===== config.mk =====
export PLATFORM = sky130hd
export DESIGN_NAME = seg_mode_ctrl
export DESIGN_NICKNAME = d
export VERILOG_FILES = /design/src/rtl/seg_mode_ctrl.sv
export SDC_FILE = /design/constraint.sdc
export NUM_CORES = 1
export LEC_CHECK = 0
export CAP_MARGIN = 0
export CELL_PAD_IN_SITES_DETAIL_PLACEMENT = 0
export CELL_PAD_IN_SITES_GLOBAL_PLACEMENT = 1
export CORE_AREA = 2 2 75 77
export DETAILED_ROUTE_END_ITERATION = 8
export DIE_AREA = 0 0 77 79
export GPL_TIMING_DRIVEN = 0
export PLACE_DENSITY_LB_ADDON = 0.1
export SLEW_MARGIN = 20
export SYNTH_ARGS = -nofsm -noshare
export SYNTH_HDL_FRONTEND = slang
export SYNTH_SLANG_ARGS = --single-unit
export TNS_END_PERCENT = 30

===== constraint.sdc =====
create_clock -name clk -period 3.9 [get_ports clk]
set_clock_uncertainty 0.15 [all_clocks]
set_input_delay 0.78 -clock clk [delete_from_list [all_inputs] [get_ports clk]]
set_output_delay 0.78 -clock clk [all_outputs]
set_load 0.005 [all_outputs]

===== src/rtl/seg_mode_ctrl.sv =====
// seg_mode_ctrl: debounced mode-button controller and 7-segment source selector.
// Cycles mode_sel through NUM_MODES sources on each accepted press, blanks the
// display for BLANK_CYCLES after a mode change, and registers the selected
// seg_data/seg_com channel.
// Optional feature macro: SEG_MODE_LONGPRESS_EN (long hold forces mode 0).
module seg_mode_ctrl #(
    parameter int unsigned NUM_MODES    = 3,
    parameter int unsigned SEG_W        = 8,
    parameter int unsigned DEBOUNCE_CNT = 20,
    parameter int unsigned BLANK_CYCLES = 5,
    parameter int unsigned LONG_CNT     = 1000,
    localparam int unsigned MODE_W      = (NUM_MODES > 1) ? $clog2(NUM_MODES) : 1
) (
    input  logic                       clk,
    input  logic                       rst,
    input  logic                       mode_btn,
    input  logic                       mode_lock,
    input  logic [NUM_MODES*SEG_W-1:0] seg_data_in,
    input  logic [NUM_MODES*SEG_W-1:0] seg_com_in,
    output logic [SEG_W-1:0]           seg_data,
    output logic [SEG_W-1:0]           seg_com,
    output logic [MODE_W-1:0]          mode_sel,
    output logic [NUM_MODES-1:0]       mode_onehot,
    output logic                       mode_changed
);

    localparam int unsigned DB_W    = $clog2(DEBOUNCE_CNT + 1);
    localparam int unsigned BLANK_W = (BLANK_CYCLES > 0) ? $clog2(BLANK_CYCLES + 1) : 1;

    logic                 sync1_q, sync2_q;
    logic                 db_level_q, db_level_d;
    logic                 db_prev_q;
    logic [DB_W-1:0]      db_cnt_q, db_cnt_d;
    logic [BLANK_W-1:0]   blank_q, blank_d;
    logic [MODE_W-1:0]    mode_q, mode_d;
    logic [NUM_MODES-1:0] onehot_q, onehot_d;
    logic                 changed_q, changed_d;
    logic [SEG_W-1:0]     seg_data_q, seg_data_d;
    logic [SEG_W-1:0]     seg_com_q, seg_com_d;
    logic [SEG_W-1:0]     data_sel_c, com_sel_c;
    logic                 press_c;

`ifdef SEG_MODE_LONGPRESS_EN
    localparam int unsigned LONG_W = $clog2(LONG_CNT + 1);
    logic [LONG_W-1:0] long_cnt_q, long_cnt_d;
    logic              long_done_q, long_done_d;
    logic              long_fire_c;
`else
    logic unused_long_c;
    assign unused_long_c = (LONG_CNT != 0);
`endif

    // State registers: synchroniser, debouncer, mode, blanking and outputs
    always_ff @(posedge clk or negedge rst) begin
        if (!rst) begin
            sync1_q     <= 1'b0;
            sync2_q     <= 1'b0;
            db_level_q  <= 1'b0;
            db_prev_q   <= 1'b0;
            db_cnt_q    <= '0;
            blank_q     <= '0;
            mode_q      <= '0;
            onehot_q    <= NUM_MODES'(1);
            changed_q   <= 1'b0;
            seg_data_q  <= '0;
            seg_com_q   <= '1;
`ifdef SEG_MODE_LONGPRESS_EN
            long_cnt_q  <= '0;
            long_done_q <= 1'b0;
`endif
        end else begin
            sync1_q     <= mode_btn;
            sync2_q     <= sync1_q;
            db_level_q  <= db_level_d;
            db_prev_q   <= db_level_q;
            db_cnt_q    <= db_cnt_d;
            blank_q     <= blank_d;
            mode_q      <= mode_d;
            onehot_q    <= onehot_d;
            changed_q   <= changed_d;
            seg_data_q  <= seg_data_d;
            seg_com_q   <= seg_com_d;
`ifdef SEG_MODE_LONGPRESS_EN
            long_cnt_q  <= long_cnt_d;
            long_done_q <= long_done_d;
`endif
        end
    end

    // Next-state: debounce, press detect, mode advance, blanking and output mux
    always_comb begin
        db_level_d = db_level_q;
        db_cnt_d   = '0;
        mode_d     = mode_q;
        changed_d  = 1'b0;
        blank_d    = (blank_q != '0) ? blank_q - BLANK_W'(1) : '0;
        onehot_d   = '0;
        data_sel_c = seg_data_in[SEG_W-1:0];
        com_sel_c  = seg_com_in[SEG_W-1:0];

        // Level flips only after DEBOUNCE_CNT consecutive differing samples
        if (sync2_q != db_level_q) begin
            if (db_cnt_q == DB_W'(DEBOUNCE_CNT - 1)) begin
                db_level_d = sync2_q;
            end else begin
                db_cnt_d = db_cnt_q + DB_W'(1);
            end
        end

        // Rising edge of the debounced level is a press; locked presses are dropped
        press_c = db_level_q & ~db_prev_q;
        if (press_c && !mode_lock) begin
            mode_d    = (32'(mode_q) >= NUM_MODES - 1) ? '0 : mode_q + MODE_W'(1);
            changed_d = 1'b1;
            blank_d   = BLANK_W'(BLANK_CYCLES);
        end

`ifdef SEG_MODE_LONGPRESS_EN
        long_cnt_d  = long_cnt_q;
        long_done_d = long_done_q;
        long_fire_c = 1'b0;
        if (!db_level_q) begin
            long_cnt_d  = '0;
            long_done_d = 1'b0;
        end else if (!long_done_q) begin
            if (long_cnt_q == LONG_W'(LONG_CNT - 1)) begin
                long_done_d = 1'b1;
                long_cnt_d  = '0;
                long_fire_c = !mode_lock;
            end else begin
                long_cnt_d = long_cnt_q + LONG_W'(1);
            end
        end
        if (long_fire_c) begin
            mode_d    = '0;
            changed_d = 1'b1;
            blank_d   = BLANK_W'(BLANK_CYCLES);
        end
`endif

        for (int unsigned k = 0; k < NUM_MODES; k++) begin
            onehot_d[k] = (32'(mode_d) == k);
        end

        // Out-of-range mode indices fall back to channel 0
        for (int unsigned k = 1; k < NUM_MODES; k++) begin
            if (32'(mode_q) == k) begin
                data_sel_c = seg_data_in[k*SEG_W +: SEG_W];
                com_sel_c  = seg_com_in[k*SEG_W +: SEG_W];
            end
        end

        seg_data_d = (blank_q != '0) ? '0 : data_sel_c;
        seg_com_d  = (blank_q != '0) ? '1 : com_sel_c;
    end

    assign seg_data     = seg_data_q;
    assign seg_com      = seg_com_q;
    assign mode_sel     = mode_q;
    assign mode_onehot  = onehot_q;
    assign mode_changed = changed_q;

endmodule


# Word level (Yosys, flattened, before mapping)
# Cells that the tools add are included.
# word_totals
ram_bits,0
latch_bits,0
memories,0
out_inout_bits,22
rom_bits,0
ff_bits,34
wordCells,41
# classes
reduce_logical,5
bitwise,2
add_sub_neg,3
order_cmp,1
eq_ne,6
muxes,13
n_div,0
shift,0
n_mul,0
# ops
op,n
$mux W8,6
$mux W5,2
$mux W3,2
$add A5 B1 Y5 const B,1
$eq A5 B5 Y1 const B,1
$eq A2 B1 Y1 const B,2
$eq A2 B2 Y1 const B,2
$mux W2,2
$reduce_bool A3 Y1,1
$sub A3 B1 Y3 const B,1
$add A2 B1 Y2 const B,1
$ge A2 B2 Y1 const B,1
$logic_not A2 Y1,1
$reduce_and A2 Y1,1
$and A1 B1 Y1,1
$logic_and A1 B1 Y1,1
$logic_not A1 Y1,1
$mux W1,1
$ne A1 B1 Y1,1
$not A1 Y1,1

# Logic depth before layout (Yosys ltp)
# depth
word_depth,5
ltp_mapped,5
ltp_nobuf,4

# Worst setup path before layout
# OpenSTA, ideal clock, no wires.
# synth_path
kind,input to register
startpoint,input mode_lock
endpoint,register onehot_q[1] (netlist: mode_onehot[1])
path_slack_ns,2.148
t_arrival_ns,1.472
path_stages,5
required_ns,3.620
cell_sequence,or3b_1 buf_6 clkinv_8 xnor2_1 nor2_2
# synth_between
elab_chain_cells,4
# synth_rtl
element,line,text
"start, declared",17,"input logic mode_lock,"
$logic_not A1 Y1,112,if (press_c && !mode_lock) begin
$logic_and A1 B1 Y1,112,
$mux W2,112,
$eq A2 B1 Y1,142,onehot_d[k] = (32'(mode_d) == k);
net onehot_d[1],36,"logic [NUM_MODES-1:0] onehot_q, onehot_d;"
"end signal, assigned",79,onehot_q <= onehot_d;
"end, declared",36,
# The timed path passes the listed nets, and every way through them passes these cells.
# A chain may end at the register's enable or synchronous reset.

# Worst setup path in the final report
# layout_path
startpoint,register seg_com_q[5] (netlist: seg_com[5])
endpoint,output seg_com[5]
# layout_lines
element,line,text
"start, declared",39,"logic [SEG_W-1:0] seg_com_q, seg_com_d;"
"start signal, assigned",82,seg_com_q <= seg_com_d;
"end, declared",21,"output logic [SEG_W-1:0] seg_com,"
# No word-level cell between the ends.

==> flow_summary.toml <==
[hold_path]
min_path_type = "flip-flop to flip-flop"
min-delay-start = "sync1_q$_DFF_PN0_"
whs_path_depth = 0
whs_endpoint = "sync2_q$_DFF_PN0_"

[global_route]
grtUsageTotal_pct = 14.0
grt_pass1_vias = 1497
grt_max_degree = 33
grt_pass1_wl_microns = 6800
grt_overflow = 0
antenna_found_initial = 0

[timing]
hold_viol = 0
layout_setup_ws_ps = 1650
worst_slew_pin_slew_ps = 626
finalMaxSlewViolations = 0
fmax_mhz = 444
setup_viol = 0
relSlewSlack_pct = 58.0
fin_crit_sh_pct = 57.7
rsz0062_at_grt = "false"
finalCriticalPeriod_ps = 2250
tns_ps = 0

[detailed_routing]
dr.pass1.iters = 4
wl_per_cell_microns = 13.6
postRouteAntennaNets = 0
num_vias = 1385
drt_iter0_markers = 35
drc_errors = 0
vias_per_cell = 4.66
wl_microns = 4030

[yosys]
yosysTopAreaCell = "dfrtp_1"
synth-adder-area-share_pct = 0.724
postSynthCellCount = 143
yosysTopAreaCellShare_pct = 36.2
ys_types = 30
yosys.cell_count.top_type = "dfrtp_1"
synth.area.mux_share_pct = 19.8
synthFlopType = "dfrtp_1"
synthTopCellsByCount = "dfrtp_1 (25), mux2i_1 (24), a211oi_1 (16)"
synth_compound_area_share_pct = 9.12
synthTopCellsByArea = "dfrtp_1 (36%), mux2i_1 (14%), dfstp_2 (14%), a211oi_1 (7.0%), mux2_2 (5.9%)"
synth_top_family_by_area = "multiplexers"
synth_simple_gate_area_share_pct = 11.0
synthesis.nets = 196
synthArstFlopShare_pct = 100
yosysWarnings = 0
avgSynthCellArea_sq_um = 12.1
ys_seq_area_share_pct = 49.9
synth_xor_area_share_pct = 3.04
synth.cell_area_sq_mm = 0.00173
synth-seq-cells = 34
synth_edf_count = 0

[outcome]
status = "completed"

[clocking]
hold_buffers = 0
numCtsBuffers = 5
clk_pin_slew_worst_paths_ps = 70
tritoncts = "yes"
h-tree-depth = 2
ctsLongestPathBuffers = 2
cts_resized = 0
clk_latency_ps = 280
cts_setup_buffers = 0
cts_root_buf = "clkbuf_8"
cts_sinks = 34

[floorplanning]
die_w_microns = 77
fp.dieH_microns = 79
core_area_sq_mm = 0.00534
ioPinCount = 74
die_area_sq_mm = 0.00608
start_util_pct = 32.4
row_count = 27

[power]
ir_drop_v = 0.000167
p_per_area_mw_per_mm2 = 402
leakagePower_uw = 0.00107

[worst_setup_path]
cpMaxStageDelayCell = "clkdlybuf4s50_1"
path_class = "flip-flop to output port"
critPathCaptureType = "output port"
rr_worst_depth = 3
worstReg2RegStart = "mode_sel[1]$_DFF_PN0_"
startpoint_type = "flip-flop"
worstPathCellList = "clkdlybuf4s50_1"
r2r-end = "seg_data[0]$_DFF_PN0_"
ff2ff_setup_slack_ps = 2300
critPathBufInv = 1
crit_family = "buffers and inverters"
critPathArrivalTime_ps = 1320
critPathRequiredTime_ps = 2970
cpPeakStageDelay_ps = 530
crit_fanout = 1

[layout]
fill_cells = 502
antenna_cells = 0
drive_above_1_share_pct = 17.8
final_cell_area_sq_mm = 0.00267
fin_nets = 277
syn_to_final_growth_pct = 54.7

[flow_run]
cap_violations = 0

[placement]
hpwlAfterDp_microns = 3080
gp_congestion = 0.697
post-place-ws_ps = 1690
postPlaceCellArea_sq_mm = 0.00256
numPortBuffers = 73
[metal layers]
layer	up-vias	GRT usage (%)	share of wire [%]
met2	40	25.0	52
met5	-	0	0
met3	2	4.20	6.5
li1	671	-	-
met4	0	4.64	0.62
met1	672	16.2	41
[where the power goes]
group | leakage, uW | total, uW | switching, uW | internal (uW)
clock network | 0.0000579 | 315 | 127 | 188
logic | 0.000582 | 292 | 111 | 181
registers | 0.000426 | 468 | 29.5 | 438
[cell families after synthesis]
group / count (synthesis)
AOI/OAI and AO/OA: 22
xor gates and xnor gates: 6
adders and majority gates: 1
buffers and inverters: 11
DFF: 34
muxes: 33
and+or+nand+nor: 36
[layout make-up]
| type | instances | area [sq um] | area share (%) |
|---|---|---|---|
| Timing Repair Buffer | 74 | 746 | 27.9 |
| Inverter | 1 | 16.3 | 0.609 |
| Sequential cell | 34 | 862 | 32.3 |
| Buffer | 10 | 95.1 | 3.56 |
| Clock buffer | 5 | 68.8 | 2.57 |
| Tap cell | 72 | 90.1 | 3.37 |
| Multi-Input combinational cell | 98 | 754 | 28.2 |
| Clock inverter | 3 | 40.0 | 1.50 |
[registers in the layout (all words and copies together) (netlist names)]
signal        count
seg_com           8
seg_data          8
db_cnt_q          5
blank_q           3
mode_onehot       3
mode_sel          2
db_level_q        1
db_prev_q         1
mode_changed      1
sync1_q           1
sync2_q           1
[worst max-delay path by stage]
stage | startpoint | endpoint | slack (ps) | depth (start not counted)
after global placement | rst | seg_data[5]$_DFF_PN0_ | 1210 | 1
after floorplan | mode_lock | mode_onehot[1]$_DFF_PN0_ | 2150 | 5
after CTS | seg_com[5]$_DFF_PN1_ | seg_com[5] | 1630 | 1
after detailed placement | mode_lock | mode_onehot[1]$_DFF_PN0_ | 1690 | 6
after global routing | seg_com[5]$_DFF_PN1_ | seg_com[5] | 1610 | 1
final | seg_com[5]$_DFF_PN1_ | seg_com[5] | 1650 | 1
[layout by cell type (no fill, tap or decap)]
cell and count:
clkdlybuf4s50_1 72, dfrtp_1 25, mux2i_1 24, a211oi_1 16, nand2_1 12, mux2_2 9
dfstp_2 9, nor2b_1 6, clkbuf_8 5, buf_2 4, nor3_1 4, buf_6 3
xor2_1 3, xnor2_1 3, nor2_1 3, o21ai_0 3, buf_12 2, and2b_1 2
a21o_1 2, nand3_1 2, and2_1 2, clkinv_2 2, nor3_2 1, buf_8 1
buf_1 1, buf_4 1, or3_1 1, or3b_1 1, clkinv_8 1, nand3b_1 1
o31ai_1 1, nor2_2 1, ha_1 1, bufinv_16 1
[stage by stage]
stage                     total power [uW]  hold WS, ps  instances  util (%)
final                                 1070          200        297      50.1
after global routing                  1140          223        297      50.1
after CTS                             1100          204        297      50.1
after detailed placement               771          187        289      48.0
after global placement                 764          184        288      47.7
after floorplan                        568          181        143         -
Power figures use the tool's default switching activity.
